--- config.mk ---
export PLATFORM = sky130hd
export DESIGN_NAME = fault_event_logger
export DESIGN_NICKNAME = d
export VERILOG_FILES = /design/src/rtl/fault_event_logger.sv
export SDC_FILE = /design/constraint.sdc
export NUM_CORES = 1
export LEC_CHECK = 0
export ABC_AREA = 1
export CORE_UTILIZATION = 55
export DETAILED_ROUTE_END_ITERATION = 16
export HOLD_SLACK_MARGIN = 0.1
export PLACE_DENSITY = 0.8
export SLEW_MARGIN = 15
export SYNTH_ARGS = -nofsm -noshare
export SYNTH_HDL_FRONTEND = slang
export SYNTH_SLANG_ARGS = --single-unit
--- constraint.sdc ---
create_clock -name clk -period 7.1 [get_ports clk]
set_clock_uncertainty 0.1 [all_clocks]
set_input_delay 1.42 -clock clk [delete_from_list [all_inputs] [get_ports clk]]
set_output_delay 1.42 -clock clk [all_outputs]
set_load 0.02 [all_outputs]
--- src/rtl/fault_event_logger.sv ---
// Timestamps fault_fsm state transitions into a host-drained FIFO and runs the
// clear_warning handshake on behalf of the host.
module fault_event_logger #(
  parameter int unsigned DEPTH       = 8,
  parameter int unsigned TS_W        = 16,
  parameter int unsigned CLR_PULSE   = 2,
  parameter int unsigned CLR_TIMEOUT = 32
) (
  input  logic                     clk,
  input  logic                     rst,
  input  logic [1:0]               fsm_state,
  input  logic [2:0]               fsm_fault_id,
  output logic                     evt_valid,
  input  logic                     evt_ready,
  output logic [TS_W+7:0]          evt_data,
  output logic [$clog2(DEPTH):0]   evt_count,
  output logic [7:0]               drop_cnt,
  input  logic                     clr_req,
  output logic                     clear_warning,
  output logic                     clr_busy,
  output logic                     clr_done,
  output logic                     clr_timeout
);

  localparam int unsigned AW   = $clog2(DEPTH);
  localparam int unsigned CMAX = (CLR_PULSE > CLR_TIMEOUT) ? CLR_PULSE : CLR_TIMEOUT;
  localparam int unsigned CW   = $clog2(CMAX + 1);

  typedef enum logic [1:0] {NORMAL, WARNING, FAULT, SHUTDOWN} fsm_code_t;
  typedef enum logic [1:0] {S_IDLE, S_PULSE, S_WAIT} clr_state_t;

  logic [TS_W+7:0] mem [DEPTH];
  logic [AW-1:0]   wr_ptr, rd_ptr;
  logic [AW:0]     count;
  logic [TS_W-1:0] ts;
  logic [1:0]      prev_state_q;
  logic            lost_pending;
  logic            push, pop, full, wr_en;

  clr_state_t      clr_state, clr_next;
  logic [CW-1:0]   clr_cnt, clr_cnt_next;

  always_comb begin
    full  = (count == (AW+1)'(DEPTH));
    push  = (fsm_state != prev_state_q);
    pop   = (count != '0) && evt_ready;
    // A full FIFO still accepts a record when the head leaves on the same edge.
    wr_en = push && (!full || pop);
  end

  always_ff @(posedge clk) begin
    if (rst) begin
      ts           <= '0;
      prev_state_q <= '0;
      wr_ptr       <= '0;
      rd_ptr       <= '0;
      count        <= '0;
      lost_pending <= 1'b0;
      drop_cnt     <= '0;
    end else begin
      ts           <= ts + 1'b1;
      prev_state_q <= fsm_state;
      if (wr_en) begin
        wr_ptr       <= wr_ptr + 1'b1;
        lost_pending <= 1'b0;
      end else if (push) begin
        lost_pending <= 1'b1;
        if (drop_cnt != '1) drop_cnt <= drop_cnt + 8'd1;
      end
      if (pop) rd_ptr <= rd_ptr + 1'b1;
      count <= count + {{AW{1'b0}}, wr_en} - {{AW{1'b0}}, pop};
    end
  end

  always_ff @(posedge clk) begin
    if (!rst && wr_en)
      mem[wr_ptr] <= {ts, prev_state_q, fsm_state, fsm_fault_id, lost_pending};
  end

  assign evt_valid = (count != '0);
  assign evt_count = count;
  assign evt_data  = evt_valid ? mem[rd_ptr] : '0;

  always_ff @(posedge clk) begin
    if (rst) begin
      clr_state <= S_IDLE;
      clr_cnt   <= '0;
    end else begin
      clr_state <= clr_next;
      clr_cnt   <= clr_cnt_next;
    end
  end

  always_comb begin
    clr_next      = clr_state;
    clr_cnt_next  = clr_cnt;
    clear_warning = 1'b0;
    clr_busy      = 1'b0;
    clr_done      = 1'b0;
    clr_timeout   = 1'b0;
    case (clr_state)
      S_IDLE: begin
        clr_cnt_next = '0;
        if (clr_req) clr_next = S_PULSE;
      end
      S_PULSE: begin
        clear_warning = 1'b1;
        clr_busy      = 1'b1;
        if (clr_cnt == CW'(CLR_PULSE - 1)) begin
          clr_next     = S_WAIT;
          clr_cnt_next = '0;
        end else begin
          clr_cnt_next = clr_cnt + 1'b1;
        end
      end
      S_WAIT: begin
        clr_busy = 1'b1;
        // NORMAL is checked first so it wins over an expiring timeout.
        if (fsm_state == NORMAL) begin
          clr_done = 1'b1;
          clr_next = S_IDLE;
        end else if (clr_cnt == CW'(CLR_TIMEOUT - 1)) begin
          clr_timeout = 1'b1;
          clr_next    = S_IDLE;
        end else begin
          clr_cnt_next = clr_cnt + 1'b1;
        end
      end
      default: clr_next = S_IDLE;
    endcase
  end

endmodule
==> impl_metrics.py, run 1 <==
metrics = {
    "placed_design": {
        "portBuffers": 49,
        "place_congestion": 0.8165,
        "placed_cell_area_sq_um": 10740,
        "dpl.hpwl_um": 11330,
        "dp_slack_ns": 2.544,
    },
    "routing": {
        "vias_per_cell": 5.684,
        "drc": 0,
        "drt_iter0_markers": 739,
        "drt_wl_total_um": 20980,
        "vias": 6895,
        "firstDrtPassIters": 5,
        "ant_nets": 0,
        "post_drt_wl_per_cell_um": 17.29,
    },
    "clock_network": {
        "clk_pin_slew_ns": 0.06,
        "tritoncts": "done",
        "cts.path.max_buffers": 3,
        "cts_buffers": 24,
        "clkLatencyLatePin_ns": 0.51,
        "htreeDepth": 1,
        "cts_sinks": 240,
        "cts.repair.resized": 0,
        "clockRootBuffer": "clkbuf_16",
        "cts-hold-fix-buffers": 0,
        "cts_setup_buffers": 0,
    },
    "setup_path": {
        "crit_path_frequent_cell": "nor2_1",
        "critical_path.slowest_cell": "inv_1",
        "max_stage_delay_ns": 0.77,
        "required_ns": 5.58,
        "crit_fanout": 73,
        "r2r-end": "mem[4][23]",
        "crit_chain": "buf_4 > inv_1 > o21ai_0 > o22ai_1 > nor2_1 > nor2_1 > clkdlybuf4s50_1",
        "r2r.worst_path.cells": 10,
        "cp-end-kind": "output port",
        "reg2reg_from": "evt_count[3]",
        "r2r_setup_slack_ns": 4.06,
        "criticalPathCategory": "register to output port",
        "crit_path_start_kind": "register",
        "crit_arrival_ns": 3.36,
    },
    "timing": {
        "max_freq_mhz": 205.1,
        "rsz0062_at_grt": "false",
        "drv_slew": 0,
        "maxSlewHeadroom_pct": 31.24,
        "worstMarginPinSlew_ns": 1.031,
        "setup_tns_ns": 0,
        "report.final.hold_viol_count": 0,
        "finalSetupViolCount": 0,
        "layout_min_cycle_time_ns": 4.876,
        "period_share_pct": 68.67,
        "setup_slack_ns": 2.224,
    },
    "synth": {
        "synth_area_leaders": "edfxtp_1, dfxtp_1, nor2_1",
        "syn_inst": 924,
        "yosysWarnings": 0,
        "syn_avg_cell_area_sq_um": 10.91,
        "synth_area_sq_um": 10080,
        "yosysSeqAreaShare_pct": 66.72,
        "synth_top_cell_area_share_pct": 57.19,
        "ys_types": 34,
        "synth_fp_nets": 950,
        "synth_largest_area_cell": "edfxtp_1",
        "ys_seq_elements": 240,
    },
    "die": {
        "std_cell_rows": 49,
        "die_area_sq_um": 18880,
        "die_height_um": 137.4,
        "io_pins": 50,
        "floorplan.initialDensity_pct": 56.13,
        "fp.coreArea_sq_um": 17960,
        "die_w_um": 137.4,
    },
    "hold_path": {
        "hp-class": "register to register",
        "hold_depth": 2,
        "min_from": "rd_ptr[2]",
    },
    "grt": {
        "grt_max_degree": 97,
        "grt_pass1_vias": 6536,
        "antenna_found_initial": 0,
        "grt_overflow": 0,
        "track_usage_pct": 23.08,
        "grt_pass1_wl_um": 33310,
    },
    "layout": {
        "synthToLayoutAreaGrowth_pct": 14.17,
        "nFillCells": 1355,
        "num_antenna_cells": 0,
        "drive_gt1_share_pct": 8.333,
        "postLayoutCellArea_sq_um": 11510,
        "final_core_util_pct": 64.08,
        "final_nets": 993,
    },
    "run": {
        "maxCapViolations": 0,
    },
    "status": {
        "status": "completed",
    },
    "power": {
        "p_leak_uw": 0.004063,
        "ir_drop_mv": 0.2401,
        "power_density_nw_per_um2": 348.5,
    },
}
## per-stage QoR
step | hold slack (ns) | std cells | power (uW)
4_1_cts | 0.3636 | 1213 | 4033
2_1_floorplan | 0.3334 | 924 | 2420
6_report | 0.3554 | 1213 | 4012
3_5_place_dp | 0.3555 | 1170 | 2816
3_3_place_gp | 0.3388 | 1170 | 2787
5_1_grt | 0.4108 | 1213 | 4207
## critical path, delay by kind of cell, from the launching register on
family / cells / cell delay, ns
AND/OR/NAND/NOR: 2 / 0.30
flip-flops: 1 / 0.31
AO/OA/AOI/OAI: 2 / 0.48
buffers and inverters: 3 / 1.75
## per-layer routing
layer | track usage, % | up-vias | share of wire (%)
met5 | 0 | - | 0
met4 | 6.410 | 0 | 1.6
met3 | 3.679 | 27 | 6.3
met2 | 39.42 | 248 | 50
met1 | 30.57 | 3316 | 42
li1 | - | 3304 | -
## cells by family (layout without fill, tap and decap cells)
kind of cell,Yosys count,count (layout),share of synthesized area [%]
AO/OA/AOI/OAI,188,188,10.26
XOR/XNOR,6,6,0.5213
adder cells (fa/ha/maj),17,17,2.184
buffers and inverters,97,157,4.331
flip-flops,240,240,66.72
AND/OR/NAND/NOR,376,376,15.98
## where the power goes
group          internal [uW]  switching (uW)
clock network            733             488
logic                    410             730
registers               1610            45.9
total                   2750            1260
## worst max path at each step
stage	from	to	slack, ns	cells past startpoint
floorplan	fsm_state[0]	mem[1][0]	3.58	9
global placement	fsm_state[0]	clr_timeout	2.53	4
detailed placement	fsm_state[1]	clr_timeout	2.54	4
CTS	register	evt_data[12]	2.23	7
global route	register	evt_data[10]	2.04	7
finish	register	evt_data[12]	2.22	7
## area by class of cell
cell class                 instances  area (sq um)  share of cell area, %
tap                              229         286.5                  2.489
inverter                          54         207.7                  1.804
clock buffer                      38         724.4                  6.294
clock inverter                     5         50.05                 0.4348
multi-input combinational        587          2939                  25.53
sequential                       240          6730                  58.47
timing repair buffer              60         573.1                  4.978
## cell usage after synthesis
cell type,n
nor2_1,210
edfxtp_1,192
o21ai_0,106
nand2_1,95
dfxtp_1,48
inv_1,47
nand3_1,32
a21oi_1,27
o211ai_1,24
o22ai_1,24
clkbuf_1,21
ha_1,16
buf_2,11
nand4_1,11
nor3_1,7
buf_4,6
nand2_2,6
o21ai_1,6
inv_2,5
buf_6,4
nor2_4,4
xnor2_1,3
xor2_1,3
inv_4,2
nand2_4,2
nand3_4,2
nand3b_1,2
nor3b_1,2
a21oi_2,1
clkbuf_2,1
fa_1,1
nor2_2,1
nor3_2,1
nor3_4,1
## state kept, by name (all words and copies together), names as in the netlist, named ones only
| register | count |
|---|---|
| mem | 192 |
| evt_count | 4 |
| rd_ptr | 3 |
| wr_ptr | 3 |
| drop_cnt | 8 |
| lost_pending | 1 |
| clr_cnt | 6 |
| ts | 16 |
| prev_state_q | 2 |
| clr_state | 2 |
## placed cells by master, fill, tap and decap left out, drive strengths merged
cell | synthesis | final
o22ai | 24 | 24
clkinv | 0 | 4
xnor2 | 3 | 3
buf | 21 | 11
edfxtp | 192 | 192
o21ai | 112 | 112
dfxtp | 48 | 48
nand3 | 34 | 34
nand4 | 11 | 11
clkdlybuf4s50 | 0 | 49
xor2 | 3 | 3
inv | 54 | 54
o211ai | 24 | 24
nand2 | 103 | 103
nor3b | 2 | 2
nand3b | 2 | 2
ha | 16 | 16
bufinv | 0 | 1
clkbuf | 22 | 38
nor3 | 9 | 9
fa | 1 | 1
nor2 | 215 | 215
a21oi | 28 | 28
Power figures use the tool's default switching activity.
==> inputs of run 2 (changes only) <==
--- a/config.mk
+++ b/config.mk
@@ -6,10 +6,10 @@
 export NUM_CORES = 1
 export LEC_CHECK = 0
 export ABC_AREA = 1
-export CORE_UTILIZATION = 55
+export CORE_UTILIZATION = 54
 export DETAILED_ROUTE_END_ITERATION = 16
 export HOLD_SLACK_MARGIN = 0.1
-export PLACE_DENSITY = 0.8
+export PLACE_DENSITY = 0.82
 export SLEW_MARGIN = 15
 export SYNTH_ARGS = -nofsm -noshare
 export SYNTH_HDL_FRONTEND = slang
==> constraint.sdc (replaced) <==
create_clock -name clk -period 4.31 [get_ports clk]
set_clock_uncertainty 0.1 [all_clocks]
set_input_delay 0.862 -clock clk [delete_from_list [all_inputs] [get_ports clk]]
set_output_delay 0.862 -clock clk [all_outputs]
set_load 0.02 [all_outputs]
==> impl_metrics.py, run 2 (synthesis gave the netlist of run 1 again) <==
metrics = {
    "timing": {
        "report.final.hold_viol_count": 0,
        "worstMarginPinSlew_ns": 0.7775,
        "max_freq_mhz": 262.0,
        "period_share_pct": 88.57,
        "rsz0062_at_grt": "false",
        "setup_tns_ns": 0,
        "drv_slew": 0,
        "maxSlewHeadroom_pct": 48.17,
        "layout_min_cycle_time_ns": 3.817,
        "finalSetupViolCount": 0,
        "hold_ws_ns": 0.3665,
    },
    "die": {
        "io_pins": 50,
        "die_height_um": 138.6,
        "fp.coreArea_sq_um": 18150,
        "die_area_sq_um": 19220,
        "std_cell_rows": 49,
        "die_w_um": 138.6,
        "floorplan.initialDensity_pct": 55.56,
    },
    "setup_path": {
        "max_stage_delay_ns": 0.67,
        "r2r_setup_slack_ns": 1.49,
        "crit_path_start_kind": "register",
        "r2r.worst_path.cells": 13,
        "reg2reg_from": "evt_count[2]",
        "r2r-end": "evt_count[2]",
        "critical_path.slowest_cell": "dfxtp_2",
        "criticalPathCategory": "register to output port",
        "cp-end-kind": "output port",
        "crit_chain": "buf_4 > nor2_1 > nor2_1 > o21ai_0 > o211ai_1 > nand2_1 > nor2_1 > clkdlybuf4s50_1",
        "crit_path_frequent_cell": "nor2_1",
        "crit_fanout": 32,
        "required_ns": 3.35,
        "crit_arrival_ns": 2.86,
    },
    "clock_network": {
        "clk_pin_slew_ns": 0.06,
        "cts_buffers": 23,
        "cts.repair.resized": 0,
        "cts.path.max_buffers": 3,
        "clkLatencyLatePin_ns": 0.49,
        "cts_setup_buffers": 0,
        "cts_sinks": 240,
        "cts-hold-fix-buffers": 0,
        "htreeDepth": 1,
        "tritoncts": "done",
        "clockRootBuffer": "clkbuf_16",
    },
    "power": {
        "ir_drop_mv": 0.4915,
        "p_leak_uw": 0.004132,
        "power_density_nw_per_um2": 572.9,
    },
    "routing": {
        "drt_wl_total_um": 21060,
        "drt_iter0_markers": 600,
        "firstDrtPassIters": 11,
        "ant_nets": 0,
        "vias": 6980,
        "post_drt_wl_per_cell_um": 17.23,
        "drc": 3,
        "vias_per_cell": 5.712,
    },
    "layout": {
        "nFillCells": 1277,
        "max_flop_register": "mem",
        "largest_reg_flops": 192,
        "final_common_cell": "nor2_1",
        "final_nets": 1004,
        "top_regs": "mem x192, ts x16, drop_cnt x8",
        "final_cell_mix": "nor2_1, edfxtp_1, o21ai_0",
        "synthToLayoutAreaGrowth_pct": 14.92,
        "drive_gt1_share_pct": 9.265,
        "num_antenna_cells": 0,
    },
    "grt": {
        "grt_pass1_wl_um": 33730,
        "grt_pass1_vias": 6773,
        "antenna_found_initial": 0,
        "grt_max_degree": 39,
        "grt_overflow": 0,
        "track_usage_pct": 22.12,
    },
    "placed_design": {
        "portBuffers": 49,
        "dpl.hpwl_um": 12330,
        "place_congestion": 0.8716,
    },
    "hold_path": {
        "hold_depth": 2,
        "hp-class": "register to register",
        "min_from": "rd_ptr[2]",
    },
    "status": {
        "status": "complete, but fails checks",
        "violations": "DRC",
    },
    "run": {
        "maxCapViolations": 0,
    },
}
-- run 2: cell count changes in the layout (fill, tap and decap cells not counted), moves of 2 or more --
cell,before,now
buf_4,11,22
clkbuf_8,5,2
bufinv_16,1,3
clkbuf_1,8,6
clkbuf_16,25,23
-- run 2: per-layer routing --
| metal | GRT usage (%) | part of all wire [%] | wire length (um) | up-vias |
|---|---|---|---|---|
| li1 | - | - | - | 3320 |
| met1 | 28.52 | 41 | 8710 | 3348 |
| met2 | 38.71 | 50 | 10490 | 263 |
| met3 | 3.211 | 6.8 | 1431 | 49 |
| met4 | 7.135 | 2.0 | 429 | 0 |
| met5 | 0 | 0 | 0 | - |
-- run 2: final cells by class --
class	instances	area [sq um]	share of cell area, %
clock buffers	31	625.6	5.400
inverters	54	207.7	1.793
well taps	229	286.5	2.473
clock inverters	9	121.4	1.048
multi-input cells	587	2939	25.37
repair buffers	72	675.6	5.832
flip-flops and latches	240	6730	58.09
-- run 2: metrics by stage --
step	util, %	instances	setup slack (ns)	area, sq um	power [uW]
5_1_grt	63.84	1222	0.2850	11590	6938
6_report	63.84	1222	0.4928	11590	6637
3_5_place_dp	59.73	1182	0.8455	10840	4690
3_3_place_gp	59.73	1182	0.8552	10840	4638
2_1_floorplan	-	924	1.344	10080	3985
4_1_cts	63.84	1222	0.4484	11590	6655
-- run 2: critical path: cells and delay by family (launching register included) --
family          cells  cell delay [ns]
compound gates      2             0.19
buf+inv             2             1.04
flops               1             0.67
simple gates        4             0.44
-- run 2: how the worst max path moves through the flow --
stage                       startpoint           end  depth (start not counted)
after CTS                     register  evt_data[19]                          8
after global placement    fsm_state[1]   clr_timeout                          4
after global routing          register  evt_data[19]                          8
final                         register  evt_data[19]                          8
after detailed placement  fsm_state[0]   clr_timeout                          4
after floorplan           fsm_state[0]     mem[1][0]                          9
-- run 2: power by group --
group	leakage, uW	total [uW]	switching (uW)	internal (uW)
Clock	0.000361	1990	792	1190
Combinational	0.00157	1880	1170	714
Sequential	0.00220	2770	127	2640
Total	0.00413	6640	2090	4550
